File: config.mk
export PLATFORM = sky130hd
export DESIGN_NAME = pipe_hazard_ctrl
export DESIGN_NICKNAME = d
export VERILOG_FILES = /design/src/rtl/pipe_hazard_ctrl.sv
export SDC_FILE = /design/constraint.sdc
export NUM_CORES = 1
export LEC_CHECK = 0
export CELL_PAD_IN_SITES_DETAIL_PLACEMENT = 1
export CELL_PAD_IN_SITES_GLOBAL_PLACEMENT = 2
export CORE_ASPECT_RATIO = 1.5
export CORE_MARGIN = 1.5
export CORE_UTILIZATION = 30
export CTS_CLUSTER_SIZE = 24
export DETAILED_ROUTE_END_ITERATION = 6
export MAX_ROUTING_LAYER = met4
export PLACE_DENSITY = 0.77
export SLEW_MARGIN = 15
export SYNTH_ARGS = -nofsm -noshare
export SYNTH_HDL_FRONTEND = slang
export SYNTH_SLANG_ARGS = --single-unit
File: constraint.sdc
create_clock -name clk -period 3.4 [get_ports clk]
set_input_delay 0.68 -clock clk [delete_from_list [all_inputs] [get_ports clk]]
set_output_delay 0.68 -clock clk [all_outputs]
set_load 0.01 [all_outputs]
File: src/rtl/pipe_hazard_ctrl.sv
// pipe_hazard_ctrl: load-use / flag-dependence stall, taken-branch flush and
// slow-memory freeze control for the five-stage pipeline, with a memory-wait
// watchdog and saturating stall/flush statistics.

module pipe_hazard_ctrl #(
   parameter int CNT_W   = 32,
   parameter int TIMEOUT = 255
) (
   input  logic             clk,
   input  logic             reset,
   input  logic [4:0]       id_rn,
   input  logic [4:0]       id_r2,
   input  logic             id_uses_rn,
   input  logic             id_uses_r2,
   input  logic             id_condbr,
   input  logic             id_br_taken,
   input  logic [4:0]       ex_rd,
   input  logic             ex_memread,
   input  logic             ex_regwrite,
   input  logic             ex_flagwrite,
   input  logic             mem_req,
   input  logic             mem_ready,
   output logic             pc_en,
   output logic             if_id_en,
   output logic             if_id_flush,
   output logic             id_ex_en,
   output logic             id_ex_bubble,
   output logic             ex_mem_en,
   output logic             mem_wb_bubble,
   output logic             state,
   output logic             mem_timeout,
   output logic [CNT_W-1:0] stall_cycles,
   output logic [CNT_W-1:0] flush_count
);

   // Watchdog counter is at least 8 bits, wider only if TIMEOUT needs it.
   localparam int WAIT_W = (TIMEOUT >= 256) ? $clog2(TIMEOUT + 1) : 8;
   localparam logic [WAIT_W-1:0] TIMEOUT_V = WAIT_W'(TIMEOUT);
   localparam logic [WAIT_W-1:0] WAIT_ONE  = WAIT_W'(1);
   localparam logic [CNT_W-1:0]  CNT_ONE   = CNT_W'(1);

   typedef enum logic {
      RUN      = 1'b0,
      MEM_WAIT = 1'b1
   } state_t;

   state_t            cur_state;
   state_t            next_state;
   logic [WAIT_W-1:0] wait_cnt;
   logic [WAIT_W-1:0] wait_cnt_next;

   logic freeze;
   logic load_use;
   logic flag_stall;
   logic stall;
   logic flush;

   // Hazard terms; X31 reads as zero so it can never create a dependence.
   always_comb begin
      freeze     = mem_req & ~mem_ready;
      load_use   = ex_memread & ex_regwrite & (ex_rd != 5'd31) &
                   ((id_uses_rn & (id_rn == ex_rd)) |
                    (id_uses_r2 & (id_r2 == ex_rd)));
      flag_stall = id_condbr & ex_flagwrite;
      stall      = ~freeze & (load_use | flag_stall);
      flush      = ~freeze & ~stall & id_br_taken;
   end

   // Pipeline control: reset forces everything to NOP, then freeze > stall > flush.
   always_comb begin
      pc_en         = 1'b1;
      if_id_en      = 1'b1;
      if_id_flush   = 1'b0;
      id_ex_en      = 1'b1;
      id_ex_bubble  = 1'b0;
      ex_mem_en     = 1'b1;
      mem_wb_bubble = 1'b0;
      if (reset) begin
         pc_en         = 1'b0;
         if_id_en      = 1'b0;
         if_id_flush   = 1'b1;
         id_ex_en      = 1'b0;
         id_ex_bubble  = 1'b1;
         ex_mem_en     = 1'b0;
         mem_wb_bubble = 1'b1;
      end else if (freeze) begin
         pc_en         = 1'b0;
         if_id_en      = 1'b0;
         id_ex_en      = 1'b0;
         ex_mem_en     = 1'b0;
         mem_wb_bubble = 1'b1;
      end else if (stall) begin
         pc_en         = 1'b0;
         if_id_en      = 1'b0;
         id_ex_bubble  = 1'b1;
      end else if (flush) begin
         if_id_flush   = 1'b1;
      end
   end

   // Next state and next watchdog count; the freeze itself never depends on state.
   always_comb begin
      next_state    = cur_state;
      wait_cnt_next = '0;
      case (cur_state)
         RUN: begin
            if (freeze) begin
               next_state = MEM_WAIT;
            end
         end
         MEM_WAIT: begin
            wait_cnt_next = (wait_cnt == TIMEOUT_V) ? wait_cnt : wait_cnt + WAIT_ONE;
            if (mem_ready || !mem_req) begin
               next_state = RUN;
            end
         end
         default: begin
            next_state = RUN;
         end
      endcase
   end

   // State register, watchdog counter and sticky timeout flag.
   always_ff @(posedge clk or posedge reset) begin
      if (reset) begin
         cur_state   <= RUN;
         wait_cnt    <= '0;
         mem_timeout <= 1'b0;
      end else begin
         cur_state <= next_state;
         wait_cnt  <= wait_cnt_next;
         if (wait_cnt_next == TIMEOUT_V) begin
            mem_timeout <= 1'b1;
         end
      end
   end

   // Saturating statistics: lost fetch cycles and issued fetch flushes.
   always_ff @(posedge clk or posedge reset) begin
      if (reset) begin
         stall_cycles <= '0;
         flush_count  <= '0;
      end else begin
         if ((freeze || stall) && (stall_cycles != '1)) begin
            stall_cycles <= stall_cycles + CNT_ONE;
         end
         if (flush && (flush_count != '1)) begin
            flush_count <= flush_count + CNT_ONE;
         end
      end
   end

   assign state = (cur_state == MEM_WAIT);

endmodule

==> flow_metrics.env <==
export IMPL_outcome="finished clean"
export IMPL_cts_sinks=74
export IMPL_hold_buffers=0
export IMPL_dpl_instance_area_um2=4900
export IMPL_cts_clk_slew_worst_paths_ps=60
export IMPL_drv_cap=0
export IMPL_synth_nets=391
export IMPL_crit_path_max_fanout=3
export IMPL_drc_errors=0
export IMPL_drt_wl_total_mm=10.1
export IMPL_reg2reg_to="stall_cycles[21]"
export IMPL_switchingPower_mw=0.713
export IMPL_cts_tree="yes"
export IMPL_yosysWarningCount=0
export IMPL_fin_crit_sh=0.954
export IMPL_hold_viol=0
export IMPL_ys_seq_area_frac=0.494
export IMPL_grt_pass1_vias=3344
export IMPL_setup_ws_ps=158
export IMPL_drive_gt1_frac=0.0907
export IMPL_fp_row_count=49
export IMPL_skew_ps=10.2
export IMPL_synth_edf_count=0
export IMPL_cts_setup_buffers=0
export IMPL_start_util=0.310
export IMPL_slew_limit_headroom=0.497
export IMPL_max_stage_delay_ps=540
export IMPL_grt_max_degree=43
export IMPL_fin_hold_ws_ps=482
export IMPL_grt_pass1_wl_mm=16.8
export IMPL_crit_path_start="ex_rd[4]"
export IMPL_r2r_start="stall_cycles[0]"
export IMPL_clock_fmax_mhz=308
export IMPL_setup_viol=0
export IMPL_globalRouteOverflowTotal=0
export IMPL_leakage_nw=2.13
export IMPL_synth_seq_cells=74
export IMPL_clockPowerShare=0.375
export IMPL_synth_area_leaders="dfrtp_1 49%, xnor2_1 13%, nand4_1 5.3%"
export IMPL_synth_async_reset_ratio=1.00
export IMPL_die_h_um=140
export IMPL_end_kind="output port"
export IMPL_critPathKind="in2out"
export IMPL_gp_congestion=0.748
export IMPL_first_pass_iters=4
export IMPL_worstHoldPathType="reg2reg"
export IMPL_dp_hpwl_mm=7.51
export IMPL_wl_per_cell_um=16.2
export IMPL_antenna_found_initial=0
export IMPL_rrSetupSlack_ps=1060
export IMPL_report_final_slew_viol_count=0
export IMPL_yosysUniqueCellTypes=42
export IMPL_synth_cells=362
export IMPL_crit_arrival_ps=2560
export IMPL_die_w_um=94.3
export IMPL_crit_buf_inv=2
export IMPL_grt_usage=0.167
export IMPL_drt_iter0_drc=89
export IMPL_critPathLaunchType="input port"
export IMPL_cpLargestDelayFamily="buffers and inverters"
export IMPL_synthToLayoutAreaGrowth_pct=39.0
export IMPL_switching_share=0.278
export IMPL_viasPerCell=4.96
export IMPL_critical_path_required_ps=2720
export IMPL_ant_nets=0
export IMPL_final_cell_mix="98 x clkdlybuf4s50_1, 74 x dfrtp_1, 54 x xnor2_1"
export IMPL_ir_worst_vdd_mv=0.305
export IMPL_final_nets=498
export IMPL_antenna_cells=0
export IMPL_yosysTopAreaCellShare=0.494
export IMPL_core_area_um2=12100
export IMPL_r2r_cells=8
export IMPL_fin_area_um2=5210
export IMPL_clk_latency_ps=340
export IMPL_synthFlopType="dfrtp_1"
export IMPL_design_die_area_um2=13200
export IMPL_syn_area_per_cell_um2=10.4
export IMPL_numCtsBuffers=9
export IMPL_endpoint="id_ex_bubble"
export IMPL_min_period_ps=3240
export IMPL_powerDensity_nw_per_um2=493
export IMPL_worstMarginPinSlew_ps=749
export IMPL_cp_num_cells=9
export IMPL_crit_slowest_cell="clkdlybuf4s50_1"
export IMPL_internal_power_mw=1.85
export IMPL_yosys_area_top_type="dfrtp_1"
export IMPL_cts_htree_levels=3
export IMPL_ioPinCount=99
export IMPL_nFillCells=1351
export IMPL_clk_path_buf_depth=2
export IMPL_io_buffers=98
export IMPL_ff_latch_area_um2=1850
export IMPL_num_vias=3112
export IMPL_seq_power_share=0.431
export IMPL_post_place_ws_ps=125
export IMPL_cp_cell_sequence="clkdlybuf4s50_1 > xnor2_1 > nand4_1 > o22ai_2 > nand2_2 > nand2_1 > nand2b_1 > nand2_1 > clkdlybuf4s50_1"
export IMPL_p_comb_frac=0.194
export IMPL_cts_resized=0
export IMPL_multi_input_area_um2=1810
export IMPL_syn_cell_area_um2=3750
export IMPL_cts_root_buf="clkbuf_16"
export IMPL_layout_commonest_cell="clkdlybuf4s50_1"
[worst min path at each step]
| stage | from | to | cells after the start |
|---|---|---|---|
| 3_3_place_gp | mem_timeout | mem_timeout | 1 |
| 2_1_floorplan | wait_cnt[4] | wait_cnt[4] | 1 |
| 3_5_place_dp | mem_timeout | mem_timeout | 1 |
| 6_report | mem_timeout | mem_timeout | 1 |
| 5_1_grt | mem_timeout | mem_timeout | 1 |
| 4_1_cts | mem_timeout | mem_timeout | 1 |
[layout make-up]
type                            instances  area share
Sequential cell                        74       0.356
Multi-Input combinational cell        273       0.347
Timing Repair Buffer                  104       0.197
Clock buffer                           10      0.0459
Tap cell                              153      0.0368
Clock inverter                          6      0.0125
Inverter                                7     0.00504
[cell families (layout without fill, tap and decap cells)]
family | Yosys count | in the layout | share of synthesized area
AO/OA/AOI/OAI | 15 | 15 | 0.0297
multiplexers | 4 | 4 | 0.0113
buffers and inverters | 15 | 127 | 0.0257
flip-flops | 74 | 74 | 0.494
XOR/XNOR | 74 | 74 | 0.173
adder cells (fa/ha/maj) | 3 | 3 | 0.0100
AND/OR/NAND/NOR | 177 | 177 | 0.256
[power groups by stage]
stage,Clock (mW),Sequential (mW),Combinational (mW)
global route,1.02,1.13,0.549
CTS,0.994,1.11,0.508
global placement,0,1.12,0.494
floorplan,0,1.14,0.190
finish,0.962,1.11,0.499
detailed placement,0,1.12,0.505
[worst reg2reg max path, stage by stage (launching register included)]
cell	delay, ps
dfrtp_1	440
ha_1	260
nand3_1	120
nor4_2	490
nand2_2	180
nor2_2	200
a21o_4	250
nor4_1	100
xor2_1	150
[layer usage]
metal	share of wire	vias up	global-route usage
met5	0	-	-
met4	0.012	0	0.0479
met3	0.051	9	0.0423
met2	0.53	83	0.281
met1	0.41	1545	0.194
li1	-	1475	-
[per-stage QoR]
stage,setup TNS (ps),util,std cells,total power [mW]
finish,0,0.431,627,2.57
global route,-3.63,0.431,627,2.70
CTS,0,0.431,627,2.61
detailed placement,0,0.405,611,1.63
global placement,0,0.405,611,1.62
floorplan,0,-,362,1.33
[Yosys cell counts, drive strengths merged, types with 4 or more instances]
cell type / number
nor3: 11
xnor2: 54
buf: 8
nand4: 32
inv: 7
xor2: 20
dfrtp: 74
nor2: 25
and3: 15
nor4: 6
nand2: 45
nand3: 26
a21oi: 4
[flip-flops by register name (all words and copies together) (netlist names)]
signal and count:
mem_timeout 1, flush_count 32, state 1, wait_cnt 8
stall_cycles 32
No activity file was read; power rests on OpenSTA's default activity.
==> RTL change 1: new RTL, same settings <==
Put one more register stage on the output `flush_count`, cleared by the reset. The value now appears one clock later. The other outputs are not delayed to match.
--- a/src/rtl/pipe_hazard_ctrl.sv
+++ b/src/rtl/pipe_hazard_ctrl.sv
@@ -43,6 +43,8 @@
       RUN      = 1'b0,
       MEM_WAIT = 1'b1
    } state_t;
+
+   logic [CNT_W-1:0] flush_count_s0;
 
    state_t            cur_state;
    state_t            next_state;
@@ -139,18 +141,26 @@
    always_ff @(posedge clk or posedge reset) begin
       if (reset) begin
          stall_cycles <= '0;
-         flush_count  <= '0;
+         flush_count_s0 <= '0;
       end else begin
          if ((freeze || stall) && (stall_cycles != '1)) begin
             stall_cycles <= stall_cycles + CNT_ONE;
          end
-         if (flush && (flush_count != '1)) begin
-            flush_count <= flush_count + CNT_ONE;
+         if (flush && (flush_count_s0 != '1)) begin
+            flush_count_s0 <= flush_count_s0 + CNT_ONE;
          end
       end
    end
 
    assign state = (cur_state == MEM_WAIT);
 
+   always_ff @(posedge clk or posedge reset) begin
+      if (reset) begin
+         flush_count <= '0;
+      end else begin
+         flush_count <= flush_count_s0;
+      end
+   end
+
 endmodule
 
Check against the original RTL: not equivalent (Yosys sat finds a counterexample within 4 cycles, from zero or initial values and one cycle with reset high).
==> RTL change 1 against the original RTL <==
- utilization is 2.1 points lower
- critical endpoint unchanged
- largest power group unchanged
- routed wire length is 15% higher
- area after synthesis is 22% higher
- highest routed layer unchanged
- maximum frequency is 1.8% higher
- first-iteration DRC count is 6.7% lower
- synthesized cell count is 8.3% higher
- worst setup slack better by 57 ps
- design area is 18% higher
- sequential cell count is 32 higher
- power is 21% higher
==> RTL change 1: results (changes against the original RTL) <==
[timing]
relSlewSlack = 0.3935  ; -0.1032
hold_ws_ps = 424.6  ; -57.44 ps

[synth]
ys_seq_area_frac = 0.5791  ; +0.08508
synthAdderAreaFrac = 0.008194  ; -0.001819
synthTopCellsByArea = dfrtp_1 (58%), xnor2_1 (8.4%), xor2_1 (5.5%)
synth_xor_area_frac = 0.1396  ; -0.03332

[final_layout]
clock_cell_area_share = 0.04980  ; -0.008574
bufAreaShareNonClock = 0.1720  ; -0.02502
multi_input_area_sq_um = 1871  ; +3.4%
nNonClkBuffers = 108  ; +3.8%
inverters = 4  ; -3
top_regs = flush_count x32, flush_count_s0 x32, stall_cycles x32
clkbuf_count = 9  ; -1

[placed_design]
post-place-ws_ps = -323.3  ; -448.2 ps
dp.cells = 687  ; +12%
place_area_sq_um = 5816  ; +19%

[pwr]
p_leak_nw = 2.680  ; +26%
max-vdd-ir-drop_v = 0.0003248  ; +6.6%
p_per_area_nw_per_um2 = 505.2  ; +2.5%
p_clk_frac = 0.350  ; -0.025

[worst_hold_path]
worstHoldPathCells = 0  ; -1

[global_routing]
track_usage = 0.1582  ; -0.008797
grt_pass1_vias = 3844  ; +15%
grt_max_degree = 72  ; +67%

[status]
outcome = finished clean

[route]
vias = 3428  ; +10%

[clock_network]
cts.sinks = 106  ; +43%

[worst_setup_path]
cp_data_arrival_time_ps = 2500  ; -60 ps

-- RTL change 1: cell count changes after synthesis, moves of 5 or more --
cell,delta
nand4_1,-6
xnor2_1,-10
and4_1,+5
xor2_1,+9
o21ai_0,+6
nor3_1,+5
nor2_1,-11
nand2_1,-6
dfrtp_1,+32
-- RTL change 1: routing by layer --
layer  part of all wire  up-vias  wire length [um]  GRT usage
met1               0.42     1748              4853     0.1758
li1                   -     1573                 -          -
met5                  0        -                 0          -
met2               0.51       93              5973     0.2737
met3              0.050       14               585    0.03877
met4              0.018        0               214    0.06019
-- RTL change 1: how the worst max path moves through the flow --
stage	start	depth (start not counted)	to	slack, ps
final	ex_rd[1]	7	id_ex_bubble	220
after global routing	ex_rd[1]	7	if_id_flush	70
after CTS	ex_rd[3]	7	if_id_flush	-40
after detailed placement	ex_rd[3]	7	if_id_flush	-320
after global placement	ex_rd[3]	7	if_id_flush	-190
after floorplan	reset	4	id_ex_en	-250
==> RTL change 2: new RTL, same settings <==
Made on the original files. Change the parameter `TIMEOUT` from 255 to 510.
--- a/src/rtl/pipe_hazard_ctrl.sv
+++ b/src/rtl/pipe_hazard_ctrl.sv
@@ -4,7 +4,7 @@
 
 module pipe_hazard_ctrl #(
    parameter int CNT_W   = 32,
-   parameter int TIMEOUT = 255
+   parameter int TIMEOUT = 510
 ) (
    input  logic             clk,
    input  logic             reset,
Check against the original RTL: same outputs for any inputs over 10 cycles, from zero or initial values and one cycle with reset high; that may be too few to reach the edited logic, so the function may still have changed.
==> RTL change 2 against the original RTL <==
- routed wire length rose by 9.3%
- maximum frequency fell by 2.2%
- sequential cell count rose by 1
- worst setup slack got worse by 74 ps
- design area rose by 4.6%
- area after synthesis rose by 5.9%
- via count rose by 9.7%
- power fell by 4.2%
- largest power group unchanged
- critical path depth fell by 2
- largest cell class is now multi-input gates
- highest routed layer unchanged
- first-iteration DRC count fell by 27%
==> RTL change 2: results (changes against the original RTL) <==
[global_routing]
grt_pass1_vias = 3725  ; +11%
grt_pass1_wl_um = 18500  ; +10%
grt_max_degree = 44  ; +2.3%
track_usage = 0.1699  ; +0.002901
antenna_found_initial = 0  ; unchanged

[worst_setup_path]
ff2ff_setup_slack_ps = 780  ; -280 ps
critPathMaxFanout = 3  ; unchanged
cp_data_arrival_time_ps = 2640  ; +80 ps
slowest_stage = clkdlybuf4s50_1
cp-startpoint = ex_rd[2]

[route]
drt-initial-drc-count = 65  ; -27%
first_pass_iters = 4  ; unchanged
wl_um = 11090  ; +9.3%
vias_per_cell = 5.157  ; +3.9%
wl_per_cell_um = 16.75  ; +3.5%

[placed_design]
dp.cells = 646  ; +5.7%
routabilityCongestion = 0.7930  ; +6.0%
dp_hpwl_um = 8055  ; +7.2%
numPortBuffers = 98  ; unchanged

[synth]
synth_cells = 396  ; +9.4%
synthTopCellsByArea = dfrtp_1 (47%), xnor2_1 (14%), and3_1 (5.4%)
syn_nets = 426  ; +9.0%
synth_common_cells = dfrtp_1 (75), xnor2_1 (65), nand3_1 (42)
ys_seq_area_frac = 0.4729  ; -0.02110
yosysUniqueCellTypes = 41  ; -2.4%

[clock_network]
root_buffer = clkbuf_16
htree_levels = 3  ; unchanged
clk_latency_ps = 330

[final_layout]
top_regs = flush_count x32, stall_cycles x32, wait_cnt x9
fillers = 1437  ; +6.4%
drive_gt1_frac = 0.05964  ; -0.03108
diodes = 0  ; unchanged
nNetsFinal = 529  ; +6.2%

[pwr]
max-vdd-ir-drop_v = 0.0003376  ; +11%
p_leak_nw = 2.261  ; +6.2%

[timing]
relSlewSlack = 0.4716  ; -0.02507
hold_ws_ps = 489.3  ; +7.271 ps
finClkSkew_ps = 4.296  ; -5.870 ps
slew_violations = 0  ; unchanged

[status]
outcome = finished clean

## RTL change 2: changes by cell type after synthesis, moves of 6 or more
cell      change
and4_1        +6
clkbuf_1      +7
nor2_1        -6
and3_1       +19
nand2_1      -19
xnor2_1      +11
nand3_1      +18
xor2_1       -11
and2_1       +12
## RTL change 2: report_power, final
group | switching, mW | internal, mW
Combinational | 0.207 | 0.265
Sequential | 0.107 | 0.969
Clock | 0.347 | 0.562
Total | 0.662 | 1.80
## RTL change 2: cell type report
cell class / instances / share of cell area
multi-input combinational: 299 / 0.3658
sequential: 75 / 0.3444
timing repair buffer: 109 / 0.1984
clock buffer: 12 / 0.04340
tap: 159 / 0.03651
clock inverter: 3 / 0.007348
inverter: 5 / 0.004133
## RTL change 2: worst paths after layout
| path | to | cells past startpoint |
|---|---|---|
| worst max-delay path | id_ex_bubble | 7 |
| worst min-delay path | mem_timeout$_DFFE_PP0N_ | 1 |
| worst max register to register | stall_cycles[1]$_DFFE_PP0P_ | 8 |
| worst min register to register | mem_timeout$_DFFE_PP0N_ | 1 |
| max in group asynchronous | stall_cycles[2]$_DFFE_PP0P_ | 3 |
| min in group asynchronous | flush_count[30]$_DFFE_PP0P_ | 3 |
## RTL change 2: kinds of logic after synthesis
family                   count (synthesis)  synth area share
AND/OR/NAND/NOR                        195            0.2793
multiplexers                             2          0.005674
buffers and inverters                   22           0.02680
AO/OA/AOI/OAI                           24           0.03941
adder cells (fa/ha/maj)                  4           0.01261
flip-flops                              75            0.4729
XOR/XNOR                                74            0.1633
## RTL change 2: repair_timing
action                     in CTS  in global routing
setup buffers                   0                  1
resized for setup               1                  3
setup endpoints to repair       1                  2
pin swaps                       0                  4
## RTL change 2: through the flow
step	area, sq um	total power, mW	worst slack (ps)
2_1_floorplan	3973	1.290	264.9
3_3_place_gp	5156	1.559	15.63
3_5_place_dp	5156	1.571	9.237
4_1_cts	5433	2.502	0.2423
5_1_grt	5449	2.595	-12.77
6_report	5449	2.458	83.84
## RTL change 2: metal layers
layer / up-vias / track usage / wire (um)
met5: - / - / 0
met4: 0 / 0.06178 / 227
met3: 14 / 0.03696 / 419
met2: 69 / 0.3106 / 5868
met1: 1718 / 0.1798 / 4575
li1: 1613 / - / -
